**src/rtl/instr_encoder.sv**
```systemverilog
// instr_encoder: packs symbolic RV32I instruction requests into 32-bit words
// and writes them into instruction memory at consecutive word addresses.
module instr_encoder #(
    parameter int unsigned ADDR_W = 8,
    parameter int unsigned BASE   = 0
) (
    input  logic              clk,
    input  logic              rstn,
    input  logic              clr,
    input  logic              in_valid,
    output logic              in_ready,
    input  logic [3:0]        in_cls,
    input  logic [4:0]        in_rd,
    input  logic [4:0]        in_rs1,
    input  logic [4:0]        in_rs2,
    input  logic [20:0]       in_imm,
    output logic              im_we,
    output logic [ADDR_W-1:0] im_addr,
    output logic [31:0]       im_wdata,
    input  logic              im_ack,
    output logic              err,
    output logic [7:0]        err_cnt,
    output logic              wrapped
);

    localparam logic [ADDR_W-1:0] BASE_ADDR = ADDR_W'(BASE);

    // Request classes
    localparam logic [3:0] CLS_ADD  = 4'd0;
    localparam logic [3:0] CLS_SUB  = 4'd1;
    localparam logic [3:0] CLS_OR   = 4'd2;
    localparam logic [3:0] CLS_AND  = 4'd3;
    localparam logic [3:0] CLS_ADDI = 4'd4;
    localparam logic [3:0] CLS_ORI  = 4'd5;
    localparam logic [3:0] CLS_LW   = 4'd6;
    localparam logic [3:0] CLS_SW   = 4'd7;
    localparam logic [3:0] CLS_BEQ  = 4'd8;
    localparam logic [3:0] CLS_JAL  = 4'd9;
    localparam logic [3:0] CLS_JALR = 4'd10;

    // Major opcodes
    localparam logic [6:0] OP_R    = 7'b0110011;
    localparam logic [6:0] OP_IMM  = 7'b0010011;
    localparam logic [6:0] OP_LOAD = 7'b0000011;
    localparam logic [6:0] OP_STR  = 7'b0100011;
    localparam logic [6:0] OP_BR   = 7'b1100011;
    localparam logic [6:0] OP_JAL  = 7'b1101111;
    localparam logic [6:0] OP_JALR = 7'b1100111;

    localparam logic [6:0] F7_BASE = 7'b0000000;
    localparam logic [6:0] F7_ALT  = 7'b0100000;
    localparam logic [2:0] F3_ADD  = 3'b000;
    localparam logic [2:0] F3_OR   = 3'b110;
    localparam logic [2:0] F3_AND  = 3'b111;
    localparam logic [2:0] F3_W    = 3'b010;
    localparam logic [2:0] F3_BEQ  = 3'b000;

    typedef enum logic [1:0] {
        S_IDLE  = 2'd0,
        S_ENC   = 2'd1,
        S_WRITE = 2'd2
    } state_t;

    state_t            r_state, w_state_nxt;
    logic [3:0]        r_cls, w_cls_nxt;
    logic [4:0]        r_rd, w_rd_nxt;
    logic [4:0]        r_rs1, w_rs1_nxt;
    logic [4:0]        r_rs2, w_rs2_nxt;
    logic [20:0]       r_imm, w_imm_nxt;
    logic              r_in_ready, w_in_ready_nxt;
    logic              r_im_we, w_im_we_nxt;
    logic [ADDR_W-1:0] r_im_addr, w_im_addr_nxt;
    logic [31:0]       r_im_wdata, w_im_wdata_nxt;
    logic              r_err, w_err_nxt;
    logic [7:0]        r_err_cnt, w_err_cnt_nxt;
    logic              r_wrapped, w_wrapped_nxt;

    logic [31:0]       w_word;
    logic              w_legal;
    logic              w_fit12;
    logic              w_fit13;

    // Immediate range checks: upper bits must be pure sign extension
    assign w_fit12 = (r_imm[20:11] == {10{r_imm[11]}});
    assign w_fit13 = (r_imm[20:12] == {9{r_imm[12]}});

    // Build the instruction word and its legality from the latched request
    always_comb begin
        w_word  = '0;
        w_legal = 1'b0;
        case (r_cls)
            CLS_ADD: begin
                w_word  = {F7_BASE, r_rs2, r_rs1, F3_ADD, r_rd, OP_R};
                w_legal = 1'b1;
            end
            CLS_SUB: begin
                w_word  = {F7_ALT, r_rs2, r_rs1, F3_ADD, r_rd, OP_R};
                w_legal = 1'b1;
            end
            CLS_OR: begin
                w_word  = {F7_BASE, r_rs2, r_rs1, F3_OR, r_rd, OP_R};
                w_legal = 1'b1;
            end
            CLS_AND: begin
                w_word  = {F7_BASE, r_rs2, r_rs1, F3_AND, r_rd, OP_R};
                w_legal = 1'b1;
            end
            CLS_ADDI: begin
                w_word  = {r_imm[11:0], r_rs1, F3_ADD, r_rd, OP_IMM};
                w_legal = w_fit12;
            end
            CLS_ORI: begin
                w_word  = {r_imm[11:0], r_rs1, F3_OR, r_rd, OP_IMM};
                w_legal = w_fit12;
            end
            CLS_LW: begin
                w_word  = {r_imm[11:0], r_rs1, F3_W, r_rd, OP_LOAD};
                w_legal = w_fit12;
            end
            CLS_SW: begin
                w_word  = {r_imm[11:5], r_rs2, r_rs1, F3_W, r_imm[4:0], OP_STR};
                w_legal = w_fit12;
            end
            CLS_BEQ: begin
                w_word  = {r_imm[12], r_imm[10:5], r_rs2, r_rs1, F3_BEQ,
                           r_imm[4:1], r_imm[11], OP_BR};
                w_legal = w_fit13 & ~r_imm[0];
            end
            CLS_JAL: begin
                w_word  = {r_imm[20], r_imm[10:1], r_imm[11], r_imm[19:12],
                           r_rd, OP_JAL};
                w_legal = ~r_imm[0];
            end
            CLS_JALR: begin
                w_word  = {r_imm[11:0], r_rs1, F3_ADD, r_rd, OP_JALR};
                w_legal = w_fit12;
            end
            default: begin
                w_word  = '0;
                w_legal = 1'b0;
            end
        endcase
    end

    // Next-state and registered-output logic
    always_comb begin
        w_state_nxt    = r_state;
        w_cls_nxt      = r_cls;
        w_rd_nxt       = r_rd;
        w_rs1_nxt      = r_rs1;
        w_rs2_nxt      = r_rs2;
        w_imm_nxt      = r_imm;
        w_in_ready_nxt = r_in_ready;
        w_im_we_nxt    = r_im_we;
        w_im_addr_nxt  = r_im_addr;
        w_im_wdata_nxt = r_im_wdata;
        w_err_nxt      = 1'b0;
        w_err_cnt_nxt  = r_err_cnt;
        w_wrapped_nxt  = r_wrapped;

        case (r_state)
            S_IDLE: begin
                w_in_ready_nxt = 1'b1;
                w_im_we_nxt    = 1'b0;
                if (clr) begin
                    // clr wins over a same-cycle request, which is dropped
                    w_im_addr_nxt = BASE_ADDR;
                    w_wrapped_nxt = 1'b0;
                    w_err_cnt_nxt = 8'd0;
                end else if (in_valid) begin
                    w_cls_nxt      = in_cls;
                    w_rd_nxt       = in_rd;
                    w_rs1_nxt      = in_rs1;
                    w_rs2_nxt      = in_rs2;
                    w_imm_nxt      = in_imm;
                    w_in_ready_nxt = 1'b0;
                    w_state_nxt    = S_ENC;
                end
            end
            S_ENC: begin
                if (w_legal) begin
                    w_im_wdata_nxt = w_word;
                    w_im_we_nxt    = 1'b1;
                    w_state_nxt    = S_WRITE;
                end else begin
                    w_err_nxt      = 1'b1;
                    if (r_err_cnt != 8'hFF) begin
                        w_err_cnt_nxt = r_err_cnt + 8'd1;
                    end
                    w_in_ready_nxt = 1'b1;
                    w_state_nxt    = S_IDLE;
                end
            end
            S_WRITE: begin
                if (im_ack) begin
                    w_im_we_nxt    = 1'b0;
                    w_im_addr_nxt  = r_im_addr + ADDR_W'(1);
                    if (&r_im_addr) begin
                        w_wrapped_nxt = 1'b1;
                    end
                    w_in_ready_nxt = 1'b1;
                    w_state_nxt    = S_IDLE;
                end
            end
            default: begin
                w_im_we_nxt    = 1'b0;
                w_in_ready_nxt = 1'b1;
                w_state_nxt    = S_IDLE;
            end
        endcase
    end

    // State and datapath registers
    always_ff @(posedge clk or negedge rstn) begin
        if (!rstn) begin
            r_state    <= S_IDLE;
            r_cls      <= 4'd0;
            r_rd       <= 5'd0;
            r_rs1      <= 5'd0;
            r_rs2      <= 5'd0;
            r_imm      <= 21'd0;
            r_in_ready <= 1'b1;
            r_im_we    <= 1'b0;
            r_im_addr  <= BASE_ADDR;
            r_im_wdata <= 32'd0;
            r_err      <= 1'b0;
            r_err_cnt  <= 8'd0;
            r_wrapped  <= 1'b0;
        end else begin
            r_state    <= w_state_nxt;
            r_cls      <= w_cls_nxt;
            r_rd       <= w_rd_nxt;
            r_rs1      <= w_rs1_nxt;
            r_rs2      <= w_rs2_nxt;
            r_imm      <= w_imm_nxt;
            r_in_ready <= w_in_ready_nxt;
            r_im_we    <= w_im_we_nxt;
            r_im_addr  <= w_im_addr_nxt;
            r_im_wdata <= w_im_wdata_nxt;
            r_err      <= w_err_nxt;
            r_err_cnt  <= w_err_cnt_nxt;
            r_wrapped  <= w_wrapped_nxt;
        end
    end

    assign in_ready = r_in_ready;
    assign im_we    = r_im_we;
    assign im_addr  = r_im_addr;
    assign im_wdata = r_im_wdata;
    assign err      = r_err;
    assign err_cnt  = r_err_cnt;
    assign wrapped  = r_wrapped;

endmodule

```
**config.mk**
```make
export PLATFORM = sky130hd
export DESIGN_NAME = instr_encoder
export DESIGN_NICKNAME = d
export VERILOG_FILES = /design/src/rtl/instr_encoder.sv
export SDC_FILE = /design/constraint.sdc
export NUM_CORES = 1
export LEC_CHECK = 0
export CAP_MARGIN = 5
export CORE_MARGIN = 4
export CORE_UTILIZATION = 46
export DETAILED_ROUTE_END_ITERATION = 12
export GPL_TIMING_DRIVEN = 0
export HOLD_SLACK_MARGIN = 0.02
export PLACE_DENSITY = 0.8
export SLEW_MARGIN = 25
export SYNTH_ARGS = -nofsm -noshare
export SYNTH_HDL_FRONTEND = slang
export SYNTH_SLANG_ARGS = --single-unit
```
**constraint.sdc**
```tcl
create_clock -name clk -period 2.4 [get_ports clk]
set_input_delay 0.48 -clock clk [delete_from_list [all_inputs] [get_ports clk]]
set_output_delay 0.48 -clock clk [all_outputs]
set_load 0.02 [all_outputs]
```
==> results.json <==
{
  "finalHoldViolCount": 0,
  "final_cell_mix": "clkdlybuf4s50_1 (95), dfrtp_1 (92), mux2_2 (55)",
  "cts_root_buf": "clkbuf_8",
  "drc": 0,
  "arrival_ps": 2600,
  "dp_slack_ps": -522,
  "synth.distinct_cells": 48,
  "tightest_slew_ps": 681,
  "port_buffers": 96,
  "floorplan.initialDensity_pct": 47.1,
  "final_common_cell": "clkdlybuf4s50_1",
  "rows": 35,
  "clockBufferDepth": 2,
  "cts.sinks": 93,
  "grt_pass1_vias": 3510,
  "dp_cells": 584,
  "intPower_w": 0.00356,
  "path_max_fanout": 10,
  "fillCellCount": 726,
  "ff2ff_setup_slack_ps": 50,
  "switching_share_pct": 35.8,
  "outcome": "complete, no violations",
  "cts-buffers-inserted": 9,
  "leakage_nw": 2.46,
  "endpoint_kind": "flop",
  "clock_skew_ps": 13.1,
  "grt_usage_pct": 19.6,
  "syn_area_per_cell_sq_um": 11.5,
  "drt_iter0_markers": 181,
  "ys_ff_latch": 93,
  "gp_congestion": 0.882,
  "power.share.sequential_pct": 42.0,
  "synthCells": 376,
  "clkPwrFrac_pct": 17.6,
  "nets": 537,
  "cts_tree": "yes",
  "cts_max_level": 3,
  "insertion_delay_ps": 360,
  "drtAntennaViolNets": 0,
  "post_drt_wl_per_cell_um": 17.3,
  "cap_violations": 0,
  "die_y_um": 105,
  "drive_gt1_share_pct": 21.4,
  "synthesis.area_sq_mm": 0.00433,
  "ys_warn_count": 0,
  "via_count": 3398,
  "wirelength_mm": 10.5,
  "yosysSeqAreaShare_pct": 53.8,
  "drt-vias-per-instance": 5.61,
  "critPathKind": "reg2reg",
  "combPwrFrac_pct": 40.4,
  "stdcell_count": 606,
  "start_kind": "flop",
  "io_pins": 97,
  "cp_top_family": "simple AND/OR/NAND/NOR gates",
  "gr-total-overflow": 0,
  "post-route-util_pct": 62.4,
  "synth_area_leaders": "dfrtp_1 (53%), mux2_2 (14%), a22o_1 (2.8%)",
  "hpwl_mm": 7.71,
  "grt_max_degree": 63,
  "syn_nets": 423,
  "crit_chain": "or4_4, o22ai_2, a21oi_2, o311ai_4, nand2_2, buf_8, buf_6, mux2_4",
  "ys.flop_type": "dfrtp_1",
  "switching_power_w": 0.00199,
  "synth_edf_count": 0,
  "die_w_um": 105,
  "pwr_density_cell_mw_per_mm2": 966,
  "cpMaxStageDelayCell": "or4_4",
  "peakVddDrop_v": 0.000729,
  "area_growth_pct": 32.6,
  "required_ps": 2640,
  "netlist.area_leader.share_pct": 53.2,
  "grt_pass1_wl_mm": 17.5,
  "post-route-period-util_pct": 98.1,
  "antenna_found_initial": 0,
  "maxSlewViolCount": 0,
  "max_freq_mhz": 425,
  "area.sequential_sq_mm": 0.00233,
  "core_sq_mm": 0.00920,
  "critPathMaxStageDelay_ps": 560,
  "diodes": 0,
  "first_pass_iters": 5,
  "async_flop_share_pct": 100,
  "layout_min_cycle_time_ps": 2350,
  "hold_path.class": "reg2reg",
  "multi_input_area_sq_mm": 0.00188,
  "setup_violations": 0,
  "fin_ws_ps": 45.9,
  "yosysTopAreaCell": "dfrtp_1",
  "path_buf_inv": 2,
  "path_clk_slew_ps": 100,
  "max_slew_margin_pct": 54.1,
  "die_area_sq_mm": 0.0110
}
==> final cells by class <==
type	instances	area share, %
sequential	93	40.6
multi-input combinational	247	32.7
timing repair buffer	105	18.3
tap	111	2.42
clock buffer	9	2.16
buffer	18	1.74
inverter	16	1.05
clock inverter	7	1.00
==> synthesized netlist by cell type (2+ instances only) <==
| cell type | count |
|---|---|
| ha_1 | 2 |
| a31oi_1 | 3 |
| nor4_1 | 2 |
| nand2b_1 | 8 |
| nand3_1 | 10 |
| o211ai_1 | 3 |
| mux2_2 | 55 |
| nand4_1 | 4 |
| mux2i_1 | 8 |
| nor3_1 | 6 |
| o221ai_1 | 2 |
| clkbuf_1 | 14 |
| inv_1 | 16 |
| or4_1 | 7 |
| nor2_1 | 18 |
| or2_2 | 3 |
| dfrtp_1 | 92 |
| a22o_1 | 14 |
| or3_1 | 3 |
| o21ai_0 | 14 |
| xor2_1 | 4 |
| buf_2 | 3 |
| nor3b_1 | 3 |
| a21oi_1 | 17 |
| buf_6 | 2 |
| o22ai_1 | 4 |
| nor2b_1 | 5 |
| nand2_1 | 29 |
| mux2_4 | 4 |
| o311ai_0 | 2 |
| a21o_1 | 2 |
==> cells by family after synthesis <==
kind of cell               Yosys count  share of synthesized area, %
AOI/OAI and AO/OA                   73                          11.9
xor gates and xnor gates             4                         0.809
adders and majority gates            2                         0.578
buffers and inverters               36                          3.64
DFF                                 93                          53.8
muxes                               67                          17.5
and+or+nand+nor                    101                          11.8
==> through the flow <==
stage	total power (W)	instance area, sq um	hold slack [ps]	TNS (ps)
CTS	0.00557	5680	502	0
finish	0.00554	5740	498	0
global route	0.00587	5740	518	-5.59
global placement	0.00446	5430	464	-242160
detailed placement	0.00456	5460	383	-16900
floorplan	0.00358	4330	184	0
==> flip-flops by register name, summed over array words and instances, names as in the netlist <==
name      flops
r_rs1         5
err           1
r_imm        21
in_ready      1
err_cnt       8
im_wdata     31
wrapped       1
im_we         1
r_rd          5
r_state       2
r_cls         4
r_rs2         5
im_addr       8
==> worst reg2reg max path: cells and delay by family, from the launching register on <==
family,cells,cell delay (ps)
DFF,1,410
buffers and inverters,2,310
and+or+nand+nor,2,680
muxes,1,300
AOI/OAI and AO/OA,3,560
==> final timing paths <==
path | startpoint | end | cells after the start
worst max-delay path | r_imm[19]$_DFFE_PN0P_ | im_wdata[31]$_DFFE_PN0P_ | 8
worst min-delay path | im_wdata[1]$_DFFE_PN0P_ | im_wdata[1]$_DFFE_PN0P_ | 1
worst max register to register | r_imm[19]$_DFFE_PN0P_ | im_wdata[31]$_DFFE_PN0P_ | 8
worst min register to register | im_wdata[1]$_DFFE_PN0P_ | im_wdata[1]$_DFFE_PN0P_ | 1
max in group asynchronous | rstn | in_ready$_DFFE_PN1P_ | 3
min in group asynchronous | rstn | err_cnt[5]$_DFFE_PN0P_ | 2
==> power by group through the flow <==
stage	registers (W)	clock network, W	logic [W]
2_1_floorplan	0.00259	0	0.000990
3_3_place_gp	0.00232	0	0.00215
3_5_place_dp	0.00234	0	0.00222
4_1_cts	0.00231	0.00101	0.00225
5_1_grt	0.00239	0.00107	0.00241
6_report	0.00233	0.000976	0.00224
==> routing by layer <==
layer,wire length [um],share of wire (%),vias to the layer above,track usage (%)
li1,-,-,1590,-
met1,4430,42,1667,25.2
met2,5260,50,128,33.1
met3,604,5.8,13,3.77
met4,157,1.5,0,6.65
met5,0,0,-,0
==> timing repair <==
action	CTS	global route
endpoints found under the setup margin	54	23
hold buffers	1	0
pin swaps	1	3
gates resized for setup	6	8
endpoints found under the hold margin	31	0
buffers inserted	2	5
Power figures use the tool's default switching activity.
